--- src/rtl/video_timing_gen.sv ---
// Raster timing generator: x/y counters, line/frame strobes, de and syncs.
// Optional colour-bar test pattern outputs when VT_PATTERN_EN is defined.
module video_timing_gen #(
  parameter int H_ACTIVE = 640,
  parameter int H_FP     = 16,
  parameter int H_SYNC   = 96,
  parameter int H_BP     = 48,
  parameter int V_ACTIVE = 480,
  parameter int V_FP     = 10,
  parameter int V_SYNC   = 2,
  parameter int V_BP     = 33,
  parameter int SYNC_POL = 0
) (
  input  logic       clk,
  input  logic       rst,
  input  logic       pix_en,
  output logic [9:0] x,
  output logic [9:0] y,
  output logic       newline,
  output logic       newframe,
  output logic       de,
  output logic       hsync,
`ifdef VT_PATTERN_EN
  output logic       pat_R,
  output logic       pat_G,
  output logic       pat_B,
`endif
  output logic       vsync
);

  localparam int H_TOTAL = H_ACTIVE + H_FP + H_SYNC + H_BP;
  localparam int V_TOTAL = V_ACTIVE + V_FP + V_SYNC + V_BP;

  if (H_TOTAL > 1024 || V_TOTAL > 1024) begin : g_bad_total
    $error("video_timing_gen: H_TOTAL/V_TOTAL exceed 1024");
  end

  localparam logic [9:0]  H_LAST = 10'(H_TOTAL - 1);
  localparam logic [9:0]  V_LAST = 10'(V_TOTAL - 1);
  localparam logic [10:0] HA     = 11'(H_ACTIVE);
  localparam logic [10:0] VA     = 11'(V_ACTIVE);
  localparam logic [10:0] HS_BEG = 11'(H_ACTIVE + H_FP);
  localparam logic [10:0] HS_END = 11'(H_ACTIVE + H_FP + H_SYNC);
  localparam logic [10:0] VS_BEG = 11'(V_ACTIVE + V_FP);
  localparam logic [10:0] VS_END = 11'(V_ACTIVE + V_FP + V_SYNC);
  localparam logic        ACT    = (SYNC_POL != 0);

  logic [9:0]  h_cnt;
  logic [9:0]  v_cnt;
  logic [9:0]  h_nxt;
  logic [9:0]  v_nxt;
  logic        h_wrap;
  logic        v_wrap;
  logic [10:0] h_w;
  logic [10:0] v_w;
  logic        de_nxt;
  logic        hs_nxt;
  logic        vs_nxt;

  // Outputs are computed from the next counter value so they line up with x/y.
  always_comb begin
    h_wrap = (h_cnt == H_LAST);
    v_wrap = (v_cnt == V_LAST);
    h_nxt  = h_wrap ? 10'd0 : h_cnt + 10'd1;
    v_nxt  = v_cnt;
    if (h_wrap) begin
      v_nxt = v_wrap ? 10'd0 : v_cnt + 10'd1;
    end
    h_w    = {1'b0, h_nxt};
    v_w    = {1'b0, v_nxt};
    de_nxt = (h_w < HA) && (v_w < VA);
    hs_nxt = (h_w >= HS_BEG && h_w < HS_END) ? ACT : ~ACT;
    vs_nxt = (v_w >= VS_BEG && v_w < VS_END) ? ACT : ~ACT;
  end

  always_ff @(posedge clk or negedge rst) begin
    if (!rst) begin
      h_cnt    <= H_LAST;
      v_cnt    <= V_LAST;
      x        <= '0;
      y        <= '0;
      newline  <= 1'b0;
      newframe <= 1'b0;
      de       <= 1'b0;
      hsync    <= ~ACT;
      vsync    <= ~ACT;
    end else begin
      newline  <= 1'b0;
      newframe <= 1'b0;
      if (pix_en) begin
        h_cnt    <= h_nxt;
        v_cnt    <= v_nxt;
        x        <= h_nxt;
        y        <= v_nxt;
        newline  <= h_wrap;
        newframe <= h_wrap && v_wrap;
        de       <= de_nxt;
        hsync    <= hs_nxt;
        vsync    <= vs_nxt;
      end
    end
  end

`ifdef VT_PATTERN_EN
  logic [12:0] bar_prod;
  logic [2:0]  bar;
  logic [2:0]  rgb_nxt;

  always_comb begin
    bar_prod = {h_nxt, 3'b000};
    bar      = 3'(bar_prod / 13'(H_ACTIVE));
    rgb_nxt  = de_nxt ? (3'b111 - bar) : 3'b000;
  end

  always_ff @(posedge clk or negedge rst) begin
    if (!rst) begin
      pat_R <= 1'b0;
      pat_G <= 1'b0;
      pat_B <= 1'b0;
    end else if (pix_en) begin
      {pat_R, pat_G, pat_B} <= rgb_nxt;
    end
  end
`endif

endmodule

--- config.mk ---
export PLATFORM = sky130hd
export DESIGN_NAME = video_timing_gen
export DESIGN_NICKNAME = d
export VERILOG_FILES = /design/src/rtl/video_timing_gen.sv
export SDC_FILE = /design/constraint.sdc
export NUM_CORES = 1
export LEC_CHECK = 0
export BUFFER_PORTS_ARGS = -buffer_cell sky130_fd_sc_hd__clkbuf_2
export CELL_PAD_IN_SITES_DETAIL_PLACEMENT = 1
export CELL_PAD_IN_SITES_GLOBAL_PLACEMENT = 1
export CORE_ASPECT_RATIO = 0.5
export CORE_MARGIN = 5
export CORE_UTILIZATION = 39
export DETAILED_ROUTE_END_ITERATION = 6
export PLACE_DENSITY = 0.76
export SLEW_MARGIN = 20
export SYNTH_ARGS = -nofsm -noshare
export SYNTH_HDL_FRONTEND = slang
export SYNTH_SLANG_ARGS = --single-unit
--- constraint.sdc ---
create_clock -name clk -period 2.2 [get_ports clk]
set_clock_uncertainty 0.1 [all_clocks]
set_input_delay 0.44 -clock clk [delete_from_list [all_inputs] [get_ports clk]]
set_output_delay 0.44 -clock clk [all_outputs]
set_load 0.01 [all_outputs]
==> impl_metrics.yaml <==
run_status:
  status: "finished, final reports clean"
synth:
  ys_seq_area_frac: 0.441
  synth.distinct_cells: 52
  async_reset_ff_frac: 1.00
  synth-adder-area-share: 0.0186
  synthXorXnorAreaFrac: 0.0564
  netlist_top_cells_area: "dfrtp_1 (29%), dfstp_2 (16%), nand2_1 (3.9%), buf_4 (3.7%), xnor2_1 (3.5%)"
  syn_area_per_cell_sq_um: 9.56
  ys_ff_latch: 35
  synthCells: 211
  synthesis.nets: 217
  synth_top_family_by_area: "simple AND/OR/NAND/NOR gates"
  yosysWarnings: 0
  yosys.area_share.simple: 0.217
  synth_mux_area_frac: 0.0105
  yosysTopAreaCellShare: 0.285
  synthFlopType: "dfrtp_1"
  synth_compound_area_frac: 0.160
  yosys.area.top_type: "dfrtp_1"
  syn_area_sq_um: 2020
  synth_edf_count: 0
placement:
  place_congestion: 0.872
  placed_area_sq_um: 2280
  dp_slack_ps: -11.4
  portBuffers: 27
  hpwl_mm: 3.77
sta:
  tightest_slew_ps: 445
  hold_violations: 0
  fin_ws_ps: 48.3
  maxSlewViolCount: 0
  slew_headroom: 0.703
  fmax_ghz: 0.465
  rsz0062_at_grt: "yes"
  layout_min_cycle_time_ps: 2150
  final.period_utilization: 0.978
  setup_viol: 0
critical_path:
  worst_path_max_delay_cell: "dfstp_2"
  worstPathArrival_ps: 2260
  worstPathCellList: "ha_4, nand4_4, buf_4, nor4_4, o211a_1, nor2_1, a211o_1, o32a_1"
  path_buf_inv: 1
  crit_required_ps: 2310
  critPathMaxStageDelay_ps: 570
  path_class: "register to register"
  start_kind: "register"
  r2r_slack_ps: 50
  path_delay_family: "compound AO/OA/AOI/OAI gates"
  endpoint_kind: "register"
  crit_fanout: 4
clocking:
  cts_tree: "done"
  cts_sinks: 35
  cts_hold_buf: 0
  numCtsBuffers: 5
  h-tree-depth: 2
  path_clk_slew_ps: 80
  clock-root-buffer: "clkbuf_8"
  clk_path_buf_depth: 2
  clk_latency_ps: 290
grt:
  grt_pass1_vias: 1858
  grt_pass1_wl_mm: 9.27
  antenna_found_initial: 0
  grt_use_total: 0.170
  grt_start_max_net_pins: 36
  overflow: 0
routing:
  firstDrtPassIters: 4
  wl_met1_mm: 2.37
  wl_mm: 5.39
  wire_per_inst_microns: 16.8
  ant_nets: 0
  vias: 1685
  viasPerCell: 5.27
  drt_iter0_markers: 86
  drc: 0
  top_layer_used: "met4"
  wl_met3_microns: 192
  dr_wl_met2_mm: 2.75
hold_path:
  worstHoldPathType: "input port to async pin"
floorplan:
  initial_utilization: 0.405
  io_pins: 28
  die_y_microns: 60.9
  rows: 18
  fp.coreArea_sq_um: 4980
  dieArea_sq_um: 6800
  die-width_microns: 112
power:
  fin_total_pwr_w: 0.00201
  p_leak_nw: 1.08
  vdd_ir_drop_max_uv: 358
  powerDensity_nw_per_um2: 806
flow_run:
  drv_cap: 0
finish:
  antenna_cells: 0
  area_growth_pct: 23.8
  fillers: 562
  drive_gt1_frac: 0.376
  final_area_sq_um: 2500
  final_net_count: 255
worst register-to-register path, delay by kind of cell, from the launching register on:
family	cells	cell delay, ps
DFF	1	570
and+or+nand+nor	3	360
adders and majority gates	1	160
buffers and inverters	1	180
AOI/OAI and AO/OA	3	710
stage by stage:
step                      utilization  instances  TNS (ps)  hold slack [ps]
after detailed placement        0.458        310     -14.2              368
final                           0.502        320         0             80.5
after global placement          0.458        310         0              363
after CTS                       0.491        318         0             95.6
after floorplan                     -        211         0             44.4
after global routing            0.502        320     -51.0              125
cells in the final DEF (no fill, tap or decap), types with 2 or more instances in the layout:
master	count
o31ai_1	2
or3_1	4
dfstp_2	12
nand4b_1	2
a21oi_1	7
a31oi_1	3
and3_1	4
clkbuf_2	27
clkbuf_8	6
dfrtp_1	22
nor3_2	3
a211o_1	3
nand2_1	21
nor3_1	3
inv_1	14
o21a_1	4
buf_4	25
o21ai_0	12
nor2_1	12
nand3b_1	2
xnor2_1	8
xor2_1	5
nand3_1	12
nand4_1	2
nor4_2	2
repair_timing:
item	in CTS	in global routing
setup buffers	0	2
setup endpoints to repair	4	3
resized for setup	6	9
pin swaps	1	10
cloned	0	0
flip-flops by register name, summed over array words and instances, names as in the netlist:
signal and cells:
de 1, h_cnt 7, hsync 1, newframe 1
newline 1, v_cnt 3, vsync 1, x 10
y 10
final timing paths:
path | startpoint | endpoint | depth (start not counted)
worst min-delay path | rst | x[4] | 2
worst max register to register | h_cnt[1] | vsync | 8
min in group clk | y[2] | y[2] | 1
max in group asynchronous | rst | v_cnt[2] | 2
worst max-delay path | h_cnt[1] | vsync | 8
worst min register to register | y[2] | y[2] | 1
layout make-up:
cell class | count | area (sq um) | share of cell area
clock buffers | 6 | 82.6 | 0.0330
clock inverters | 2 | 35.0 | 0.0140
inverters | 14 | 52.6 | 0.0210
multi-input cells | 140 | 1010 | 0.406
flip-flops and latches | 35 | 892 | 0.357
well taps | 70 | 87.6 | 0.0351
repair buffers | 53 | 334 | 0.134
metal layers:
metal  track usage  vias up
met5             0        -
met1         0.197      838
met4        0.0451        0
met3        0.0388       10
li1              -      806
met2         0.326       31
report_power, final:
| group | switching [W] | total (W) | leakage [nW] | internal [W] |
|---|---|---|---|---|
| Sequential | 0.000118 | 0.000892 | 0.415 | 0.000774 |
| Combinational | 0.000270 | 0.000508 | 0.605 | 0.000238 |
| Clock | 0.000247 | 0.000614 | 0.0612 | 0.000367 |
kinds of logic after synthesis:
group                      after synthesis
and+or+nand+nor                         76
AOI/OAI and AO/OA                       46
buffers and inverters                   36
DFF                                     35
xor gates and xnor gates                13
adders and majority gates                3
muxes                                    2
cells in the mapped netlist (2+ instances only):
cell type and count:
nor3_2 2, buf_4 10, o31ai_1 2, buf_2 5, dfstp_2 12, nor4_1 2, a31oi_1 3, ha_1 3
o21ai_0 12, or3_1 4, nand4b_1 2, nand3b_1 2, nand3_1 13, nand4_1 2, a21oi_1 7, nor2_1 12
dfrtp_1 23, xor2_1 5, xnor2_1 8, a211o_1 3, buf_6 2, nor3_1 4, clkbuf_1 5, nand2_1 21
inv_1 14, and3_1 4, o21a_1 4
(Power assumes the default switching activity.)
